File: src/rtl/fetch_stage.sv
// fetch_stage: instruction-fetch front end owning the PC, driving a 1-cycle imem and feeding decode over valid/ready.
//    clock/reset              single clock, synchronous active-high reset
//    imem_addr/imem_q         imem address out, read data for the previous cycle's address in
//    insn_valid/insn_ready    decode handshake; insn_out/pc_out are zero when not valid
//    redirect_en/redirect_pc  squash fetched work and restart at redirect_pc
//    halt                     stop issuing; already-fetched words still deliver
//    fetch_count              accepted transfers, wrapping at 2^32
module fetch_stage #(
   parameter int ADDR_WIDTH = 12,
   parameter int DATA_WIDTH = 32,
   parameter logic [ADDR_WIDTH-1:0] RESET_PC = '0
) (
   input  logic                  clock,
   input  logic                  reset,
   output logic [ADDR_WIDTH-1:0] imem_addr,
   input  logic [DATA_WIDTH-1:0] imem_q,
   output logic                  insn_valid,
   input  logic                  insn_ready,
   output logic [DATA_WIDTH-1:0] insn_out,
   output logic [ADDR_WIDTH-1:0] pc_out,
   input  logic                  redirect_en,
   input  logic [ADDR_WIDTH-1:0] redirect_pc,
   input  logic                  halt,
   output logic [31:0]           fetch_count
);
   typedef enum logic {STREAM, HOLD} state_t;
   state_t st, st_n;
   logic [ADDR_WIDTH-1:0] fpc, inflight_pc, hold_pc;
   logic [DATA_WIDTH-1:0] hold_insn;
   logic inflight, issue, capture, transfer;
   // an undelivered word is parked in the hold regs, because imem_q only lives for one cycle
   assign capture = st == STREAM & inflight & !insn_ready & !redirect_en;
   assign issue = !reset & !halt & !redirect_en & (st == STREAM ? (insn_ready | !inflight) : insn_ready);
   assign transfer = insn_valid & insn_ready;
   always_ff @(posedge clock) begin
      if (reset) begin
         st <= STREAM;
         fpc <= RESET_PC;
         inflight <= 1'b0;
         inflight_pc <= '0;
         hold_insn <= '0;
         hold_pc <= '0;
         fetch_count <= '0;
      end else begin
         st <= st_n;
         fpc <= redirect_en ? redirect_pc : issue ? fpc + 1'b1 : fpc;
         inflight <= issue;
         inflight_pc <= issue ? fpc : inflight_pc;
         hold_insn <= redirect_en ? '0 : capture ? imem_q : hold_insn;
         hold_pc <= redirect_en ? '0 : capture ? inflight_pc : hold_pc;
         fetch_count <= transfer ? fetch_count + 32'd1 : fetch_count;
      end
   end
   always_comb st_n = redirect_en ? STREAM : capture ? HOLD : (st == HOLD & insn_ready) ? STREAM : st;
   always_comb begin
      insn_valid = !reset & !redirect_en & (st == HOLD | inflight);
      insn_out = !insn_valid ? '0 : st == HOLD ? hold_insn : imem_q;
      pc_out = !insn_valid ? '0 : st == HOLD ? hold_pc : inflight_pc;
      imem_addr = reset ? RESET_PC : redirect_en ? redirect_pc : fpc;
   end
endmodule
File: config.mk
export PLATFORM = sky130hd
export DESIGN_NAME = fetch_stage
export DESIGN_NICKNAME = d
export VERILOG_FILES = /design/src/rtl/fetch_stage.sv
export SDC_FILE = /design/constraint.sdc
export NUM_CORES = 1
export LEC_CHECK = 0
export CAP_MARGIN = 30
export CORE_AREA = 8 8 105 116
export CTS_CLUSTER_SIZE = 14
export DETAILED_ROUTE_END_ITERATION = 6
export DIE_AREA = 0 0 113 124
export PLACE_DENSITY_LB_ADDON = 0.2
export SYNTH_ARGS = -nofsm -noshare
export SYNTH_HDL_FRONTEND = slang
export SYNTH_SLANG_ARGS = --single-unit
File: constraint.sdc
create_clock -name clock -period 2.78 [get_ports clock]
set_input_delay 0.278 -clock clock [delete_from_list [all_inputs] [get_ports clock]]
set_output_delay 0.278 -clock clock [all_outputs]
set_load 0.005 [all_outputs]
==> flow_metrics.tcl, run 1 <==
set metrics [dict create \
    cts_root_buf "clkbuf_16" \
    timing.rr.end "fetch_count[30]" \
    dp_slack_ns 0.291 \
    ys.flop_type "dfxtp_1" \
    final_nets 821 \
    r2r_start "fetch_count[0]" \
    synth_cells 653 \
    grt_pass1_vias 4820 \
    total_power_mw 3.20 \
    ioPinCount 138 \
    synth_top_family_by_area "simple AND/OR/NAND/NOR gates" \
    seq_area_frac_synth 0.402 \
    yosys.area_share.simple 0.278 \
    crit_arrival_ns 2.25 \
    syn_area_per_cell_um2 7.78 \
    rows 39 \
    setup_viol 0 \
    path_max_fanout 44 \
    htreeDepth 3 \
    fin_setup_tns_ns 0 \
    grt-ovfl-total 0 \
    die_y_um 124 \
    insertion_delay_ns 0.34 \
    peakVddDrop_v 0.000248 \
    grt_pass1_wl_um 23000 \
    dp_hpwl_um 9760 \
    antenna_found_initial 0 \
    hold_path.class "flip-flop to flip-flop" \
    hold_ws_ns 0.454 \
    min_from "hold_insn[13]" \
    wl_per_cell_um 15.5 \
    grt_start_max_net_pins 48 \
    fin_ws_ns 0.257 \
    fin_crit_ns 2.52 \
    synth_seq_cells 102 \
    postRouteAntennaNets 0 \
    slew_viol_final 0 \
    syn_nets 704 \
    drive_above_1_share 0.0606 \
    ys_async_sr_fraction 0 \
    synth-xor-area-share 0.0172 \
    slew_headroom 0.503 \
    min_period_over_period 0.908 \
    maxCapViolations 0 \
    ys_types 47 \
    worst_slew_pin_slew_ns 0.745 \
    min_path_cells 2 \
    rr_worst_depth 6 \
    die_area_um2 14000 \
    synthToLayoutAreaGrowth_pct 35.6 \
    layout_common_cells "nand2_1 (147), clkdlybuf4s50_1 (136), dfxtp_1 (101)" \
    dr.pass1.iters 5 \
    core_area_um2 10200 \
    ys_warn_count 0 \
    r2r_setup_slack_ns 0.63 \
    worstHoldEndpoint "hold_insn[13]" \
    clock_sinks 102 \
    grt_use_total 0.198 \
    crit_path_end_kind "primary output" \
    die_w_um 113 \
    rsz0062_at_grt "no" \
    fin_skew_ns 0.00852 \
    path_class "flip-flop to primary output" \
    p_leak_nw 2.17 \
    netlist_area_um2 5080 \
    synth_fa_ha_area_frac 0.00493 \
    worstPathRequired_ns 2.50 \
    tritoncts "built" \
    drt_iter0_drc 508 \
    finalHoldViolCount 0 \
    path_clk_slew_ns 0.07 \
    initial_core_util 0.496 \
    cts_setup_buffers 0 \
    wl_um 13900 \
    hold_buffers 0 \
    final_common_cell "nand2_1" \
    fmax_mhz 396 \
    numCtsBuffers 9 \
    gp_congestion 0.904 \
    cts_resized 0 \
    synth_compound_area_frac 0.139 \
    diodes 0 \
    yosys-mux-area-fraction 0.118 \
    status "finished, final reports clean" \
    vias 5041 \
    synth_edf_count 0 \
    start_kind "flip-flop" \
    powerDensity_nw_per_um2 465 \
    cts_buffer_depth 2 \
    io_buffers 137 \
    drc 0 \
    vias_per_cell 5.61 \
]
[area by class of cell]
cell class,instances,area (um^2)
flip-flops and latches,102,2040
repair buffers,152,1480
clock inverters,7,121
clock buffers,9,225
well taps,123,154
inverters,7,26.3
fillers,900,3360
multi-input cells,498,2840
[through the flow]
stage,utilization,area [um^2],instances
after floorplan,-,5080,653
after global placement,0.638,6540,882
after detailed placement,0.638,6540,882
after CTS,0.672,6890,898
after global routing,0.672,6890,898
final,0.672,6890,898
[Yosys cell counts (2+ instances only)]
library cell	instances	area (um^2)
clkbuf_1	32	120
nand2_1	147	552
and4_1	3	26.3
nand4b_1	2	17.5
a211oi_1	7	52.6
or4_1	8	60.1
nor2b_1	5	31.3
inv_1	6	22.5
mux2i_1	53	531
o311ai_0	5	43.8
nor2_1	68	255
nor3_1	5	25.0
xnor2_1	6	52.6
o21ai_0	6	30.0
nand4_1	12	75.1
and2_1	2	12.5
ha_1	2	25.0
a31oi_1	7	43.8
nand3_1	14	70.1
dfxtp_1	102	2040
buf_2	7	35.0
o31ai_1	9	67.6
o41ai_1	5	43.8
mux2_2	6	67.6
xor2_1	4	35.0
buf_1	7	26.3
a21oi_1	78	390
or3_1	9	56.3
and3_1	6	37.5
nor4_1	13	81.3
[critical path, cell delays in order (launching register included)]
cell	delay [ns]
dfxtp_2	0.40
buf_4	0.63
mux2i_1	0.17
nor2_1	0.14
clkdlybuf4s50_1	0.55
[layer usage]
metal,up-vias,track usage,routed length [um]
met5,-,0,0
met4,0,0.0617,104
met3,10,0.0640,1190
met2,186,0.321,6350
met1,2322,0.246,6260
li1,2523,-,-
[cells by family (layout without fill, tap and decap cells)]
kind of cell / Yosys count / after routing
AND/OR/NAND/NOR: 306 / 306
AO/OA/AOI/OAI: 121 / 121
flip-flops: 102 / 102
multiplexers: 59 / 59
buffers and inverters: 53 / 175
XOR/XNOR: 10 / 10
adder cells (fa/ha/maj): 2 / 2
[worst max path at each step]
stage / start / slack, ns / to
final: st / 0.26 / pc_out[7]
after global routing: st / 0.10 / insn_out[3]
after CTS: st / 0.23 / pc_out[11]
after detailed placement: redirect_en / 0.29 / pc_out[7]
after global placement: redirect_en / 0.35 / insn_out[9]
after floorplan: fetch_count[8] / 0.84 / fetch_count[23]
[where the power goes]
part / switching [mW] / total [mW] / leakage (nW) / internal [mW]
clock network: 0.561 / 1.45 / 0.170 / 0.885
registers: 0.0222 / 1.50 / 0.825 / 1.48
logic: 0.121 / 0.257 / 1.17 / 0.135
total: 0.704 / 3.20 / 2.17 / 2.50
[registers in the layout, summed over array words and instances (netlist names)]
| signal | cells |
|---|---|
| hold_pc | 12 |
| fetch_count | 32 |
| hold_insn | 32 |
| inflight_pc | 12 |
| st | 1 |
| fpc | 12 |
| inflight | 1 |
No activity file was read; power rests on OpenSTA's default activity.
==> run 2, diff against run 1 <==
--- a/config.mk
+++ b/config.mk
@@ -6,10 +6,10 @@
 export NUM_CORES = 1
 export LEC_CHECK = 0
 export CAP_MARGIN = 30
-export CORE_AREA = 8 8 105 116
+export CORE_AREA = 8 8 104 115
 export CTS_CLUSTER_SIZE = 14
 export DETAILED_ROUTE_END_ITERATION = 6
-export DIE_AREA = 0 0 113 124
+export DIE_AREA = 0 0 112 123
 export PLACE_DENSITY_LB_ADDON = 0.2
 export SYNTH_ARGS = -nofsm -noshare
 export SYNTH_HDL_FRONTEND = slang
==> run 2 against run 1 <==
Compared with the run above: clock power hardly changed; register-to-register slack hardly changed; global-route usage is 0.57 points higher; critical path type is now input pin to primary output; critical endpoint is now imem_addr[10]; largest power group unchanged; highest routed layer unchanged.
==> flow_metrics.tcl, run 2 (same netlist as run 1, synthesis figures left out) <==
set metrics [dict create \
    status "finished, final reports clean" \
    fin_skew_ns 0.00510 \
    worst_slew_pin_slew_ns 0.506 \
    grt_pass1_wl_um 23300 \
    path_max_fanout 16 \
    endpoint "imem_addr[10]" \
    dp_slack_ns 0.302 \
    path_clk_slew_ns 0.07 \
    cts_root_buf "clkbuf_16" \
    setup_viol 0 \
    hold_ws_ns 0.360 \
    vias 5044 \
    slew_headroom 0.663 \
    wl_per_cell_um 15.7 \
    rr_worst_depth 6 \
    design_area_um2 6890 \
    r2r_setup_slack_ns 0.62 \
    die_w_um 112 \
    hold_path.class "input pin to flip-flop" \
    utilization 0.679 \
    crit_path_end_kind "primary output" \
    io_buffers 137 \
    fin_setup_tns_ns 0 \
    cts_buffer_depth 2 \
    peakVddDrop_v 0.000345 \
    final_common_cell "nand2_1" \
    die_area_um2 13800 \
    htreeDepth 3 \
    insertion_delay_ns 0.34 \
    dp_hpwl_um 9770 \
    finalHoldViolCount 0 \
    ioPinCount 138 \
    drt_iter0_drc 319 \
    grt_start_max_net_pins 49 \
    reg.largest.list "fetch_count (32), hold_insn (32)" \
    gp_congestion 0.875 \
    final_nets 821 \
    diodes 0 \
    rsz0062_at_grt "no" \
    path_class "input pin to primary output" \
    dr.pass1.iters 4 \
    cts_resized 0 \
    startpoint "redirect_en" \
    r2r_start "fetch_count[1]" \
    rows 39 \
    hold_buffers 0 \
    total_power_mw 3.18 \
    powerDensity_nw_per_um2 461 \
    maxCapViolations 0 \
    grt_pass1_vias 4890 \
    tritoncts "built" \
    min_period_over_period 0.895 \
    grt_use_total 0.203 \
    grt-ovfl-total 0 \
    crit_arrival_ns 2.21 \
    slew_viol_final 0 \
    p_leak_nw 2.17 \
    core_area_um2 10100 \
    fillers 876 \
    postRouteAntennaNets 0 \
    synthToLayoutAreaGrowth_pct 35.7 \
    start_kind "input pin" \
    drc 0 \
    dp_cells 882 \
    antenna_found_initial 0 \
    layout_common_cells "nand2_1 (147), clkdlybuf4s50_1 (136), dfxtp_1 (101)" \
    cts_setup_buffers 0 \
    fin_ws_ns 0.292 \
    wl_um 14000 \
    fmax_mhz 402 \
    vias_per_cell 5.62 \
    placed_area_um2 6550 \
    fin_crit_ns 2.49 \
    initial_core_util 0.500 \
    fin_cells 897 \
    die_y_um 123 \
    timing.rr.end "fetch_count[16]" \
    drive_above_1_share 0.0581 \
    worstPathRequired_ns 2.50 \
    clock_sinks 102 \
    numCtsBuffers 9 \
]
## run 2: cell types whose count changed in the layout (fill, tap and decap cells not counted), sizes merged
cell | previous run | this run
clkbuf | 9 | 11
clkinv | 4 | 2
inv | 7 | 6
## run 2: area by class of cell
type                       instances  area, um^2  share of cell area
clock buffer                      11         243              0.0352
clock inverter                     4        95.1              0.0138
inverter                           7        26.3             0.00381
multi-input combinational        498        2840               0.412
sequential                       102        2040               0.296
tap                              123         154              0.0223
timing repair buffer             152        1490               0.216
## run 2: worst min path at each step
stage                       start               to  slack, ns  cells after the start
detailed placement  hold_insn[15]    hold_insn[15]       0.45                      2
global route                reset  fetch_count[14]       0.37                      2
finish                      reset  fetch_count[19]       0.36                      2
CTS                         reset  fetch_count[19]       0.34                      2
floorplan               imem_q[0]     hold_insn[0]       0.41                      2
global placement      hold_pc[11]      hold_pc[11]       0.44                      2
## run 2: report_power, final
part	leakage [nW]	total (mW)	internal, mW	switching (mW)
Clock	0.166	1.42	0.898	0.523
Combinational	1.18	0.258	0.136	0.122
Sequential	0.825	1.50	1.48	0.0230
Total	2.17	3.18	2.51	0.668
## run 2: metal layers
layer | share of wire | wire length [um] | global-route usage
met1 | 0.44 | 6230 | 0.243
met2 | 0.47 | 6610 | 0.346
met3 | 0.071 | 991 | 0.0591
met4 | 0.015 | 212 | 0.0692
met5 | 0 | 0 | 0
## run 2: critical path, cell delays in order
cell             delay (ns)
clkdlybuf4s50_1        0.51
buf_4                  0.23
inv_1                  0.36
nand2_1                0.14
a21oi_1                0.16
clkdlybuf4s50_1        0.52
==> run 3, diff against run 2 <==
==> constraint.sdc (replaced) <==
create_clock -name clock -period 2.78 [get_ports clock]
set_input_delay 0.695 -clock clock [delete_from_list [all_inputs] [get_ports clock]]
set_output_delay 0.695 -clock clock [all_outputs]
set_load 0.005 [all_outputs]
==> run 3 against run 2 <==
Compared with the run above: clock-buffer cell count is 2 higher; highest routed layer unchanged; first-iteration DRC count is 13% higher; routed wire length is 4.3% higher; sequential power hardly changed; die area stayed put.
==> flow_metrics.tcl, run 3 (same netlist as run 1, synthesis figures left out) <==
set metrics [dict create \
    peakVddDrop_v 0.000394 \
    gp_congestion 0.935 \
    io_buffers 137 \
    cts_root_buf "clkbuf_16" \
    fillers 821 \
    design_area_um2 7140 \
    dp_hpwl_um 10000 \
    power_frac_clock 0.450 \
    worstPathRequired_ns 2.09 \
    p_switching_uw 686 \
    htreeDepth 3 \
    fin_skew_ns 0.00457 \
    initial_core_util 0.500 \
    placed_area_um2 6750 \
    grt_use_total 0.205 \
    path_class "flip-flop to primary output" \
    grt_start_max_net_pins 71 \
    start_kind "flip-flop" \
    combPwrFrac 0.087 \
    min_period_over_period 0.968 \
    crit_arrival_ns 2.00 \
    antenna_found_initial 0 \
    switching_share 0.211 \
    wl_met3_um 1140 \
    grt_pass1_vias 4796 \
    slew_headroom 0.663 \
    insertion_delay_ns 0.34 \
    setup_viol 0 \
    drive_above_1_share 0.0903 \
    seq_power_share 0.462 \
    status "finished, final reports clean" \
    path_clk_slew_ns 0.07 \
    vias 5205 \
    cts_buffer_depth 2 \
    rows 39 \
    crit_path_end_kind "primary output" \
    clock_sinks 102 \
    final_common_cell "nand2_1" \
    worst_slew_pin_slew_ns 0.506 \
    core_area_um2 10100 \
    diodes 0 \
    finalHoldViolCount 0 \
    drc 0 \
    slew_viol_final 0 \
    vias_per_cell 5.66 \
    wl_met2_um 6970 \
    postRouteAntennaNets 0 \
    tritoncts "built" \
    synthToLayoutAreaGrowth_pct 40.5 \
    maxCapViolations 0 \
    hold_path.class "flip-flop to flip-flop" \
    wl_um 14600 \
    ioPinCount 138 \
    die_area_um2 13800 \
    utilization 0.703 \
    critical-path-max-stage-delay_ns 0.44 \
    fmax_mhz 371 \
    die_w_um 112 \
    multi_input_area_um2 2860 \
    regArea_um2 2040 \
    drt_iter0_drc 362 \
    final_nets 843 \
    hold_buffers 0 \
    numCtsBuffers 9 \
    dr.pass1.iters 5 \
    path_max_fanout 23 \
    grt_pass1_wl_um 23400 \
    top_layer "met4" \
    reg.largest.list "fetch_count (32), hold_insn (32)" \
    layout_common_cells "nand2_1 (146), clkdlybuf4s50_1 (113), dfxtp_1 (101)" \
    die_y_um 123 \
    path_cells "or2_2 > nand2_4 > bufbuf_16 > inv_1 > clkdlybuf4s50_1" \
    powerDensity_nw_per_um2 455 \
    fin_crit_ns 2.69 \
    p_leak_nw 2.43 \
    rsz0062_at_grt "no" \
    cp_slowest_cell "clkdlybuf4s50_1" \
    grt-ovfl-total 0 \
    met1_length_um 6260 \
    p_int_mw 2.56 \
    wl_per_cell_um 15.9 \
]
-- run 3: cell count changes in the layout (fill, tap and decap cells not counted), moves of 2 or more --
cell | previous run | this run
clkdlybuf4s50_1 | 136 | 113
dlygate4sd2_1 | 0 | 21
buf_4 | 14 | 29
buf_12 | 1 | 5
nor2_1 | 68 | 66
-- run 3: path summary, 6_finish.rpt --
| kind | from | to | slack (ns) | depth (start not counted) |
|---|---|---|---|---|
| worst max-delay path | inflight | insn_valid | 0.09 | 5 |
| worst min-delay path | hold_insn[28] | hold_insn[28] | 0.45 | 2 |
| worst max register to register | st | fetch_count[10] | 0.61 | 6 |
| worst min register to register | hold_insn[28] | hold_insn[28] | 0.45 | 2 |
-- run 3: repair_timing --
action / in CTS / in global routing
pin swaps: 1 / 0
setup buffers: 1 / 0
cloned: 1 / 1
setup endpoints to repair: 56 / 8
gates resized for setup: 28 / 4
-- run 3: final cells by class --
| cell class | count | area share |
|---|---|---|
| Inverter | 7 | 0.00421 |
| Tap cell | 123 | 0.0216 |
| Timing Repair Buffer | 173 | 0.238 |
| Multi-Input combinational cell | 498 | 0.400 |
| Timing Repair inverter | 1 | 0.000701 |
| Sequential cell | 102 | 0.286 |
| Clock inverter | 3 | 0.0126 |
| Clock buffer | 13 | 0.0365 |
-- run 3: per-layer routing --
layer,GRT usage,vias up
met5,0,-
met4,0.0844,0
met3,0.0552,23
met2,0.345,210
met1,0.247,2406
li1,-,2566
-- run 3: worst max-delay path: cells and delay by family, from the launching register on --
kind / cells / cell delay (ns)
buffers and inverters: 3 / 0.81
and+or+nand+nor: 2 / 0.49
DFF: 1 / 0.36
-- run 3: power by group through the flow --
stage          sequential [mW]  combinational [mW]  clock, mW
2_1_floorplan             1.52               0.122          0
3_3_place_gp              1.53               0.271          0
3_5_place_dp              1.53               0.276          0
4_1_cts                   1.50               0.283       1.50
5_1_grt                   1.50               0.308       1.55
6_report                  1.50               0.283       1.46
-- run 3: stage by stage --
step                      total power, mW  setup TNS, ns  std cells  hold WS, ns  worst slack [ns]
after detailed placement             1.81         -14.96        901        0.448            -0.309
after global placement               1.80         -11.33        901        0.441            -0.250
after floorplan                      1.65              0        653        0.436             0.385
after CTS                            3.28              0        919        0.457           0.00827
final                                3.25              0        920        0.452            0.0877
after global routing                 3.36              0        920        0.470            0.0131
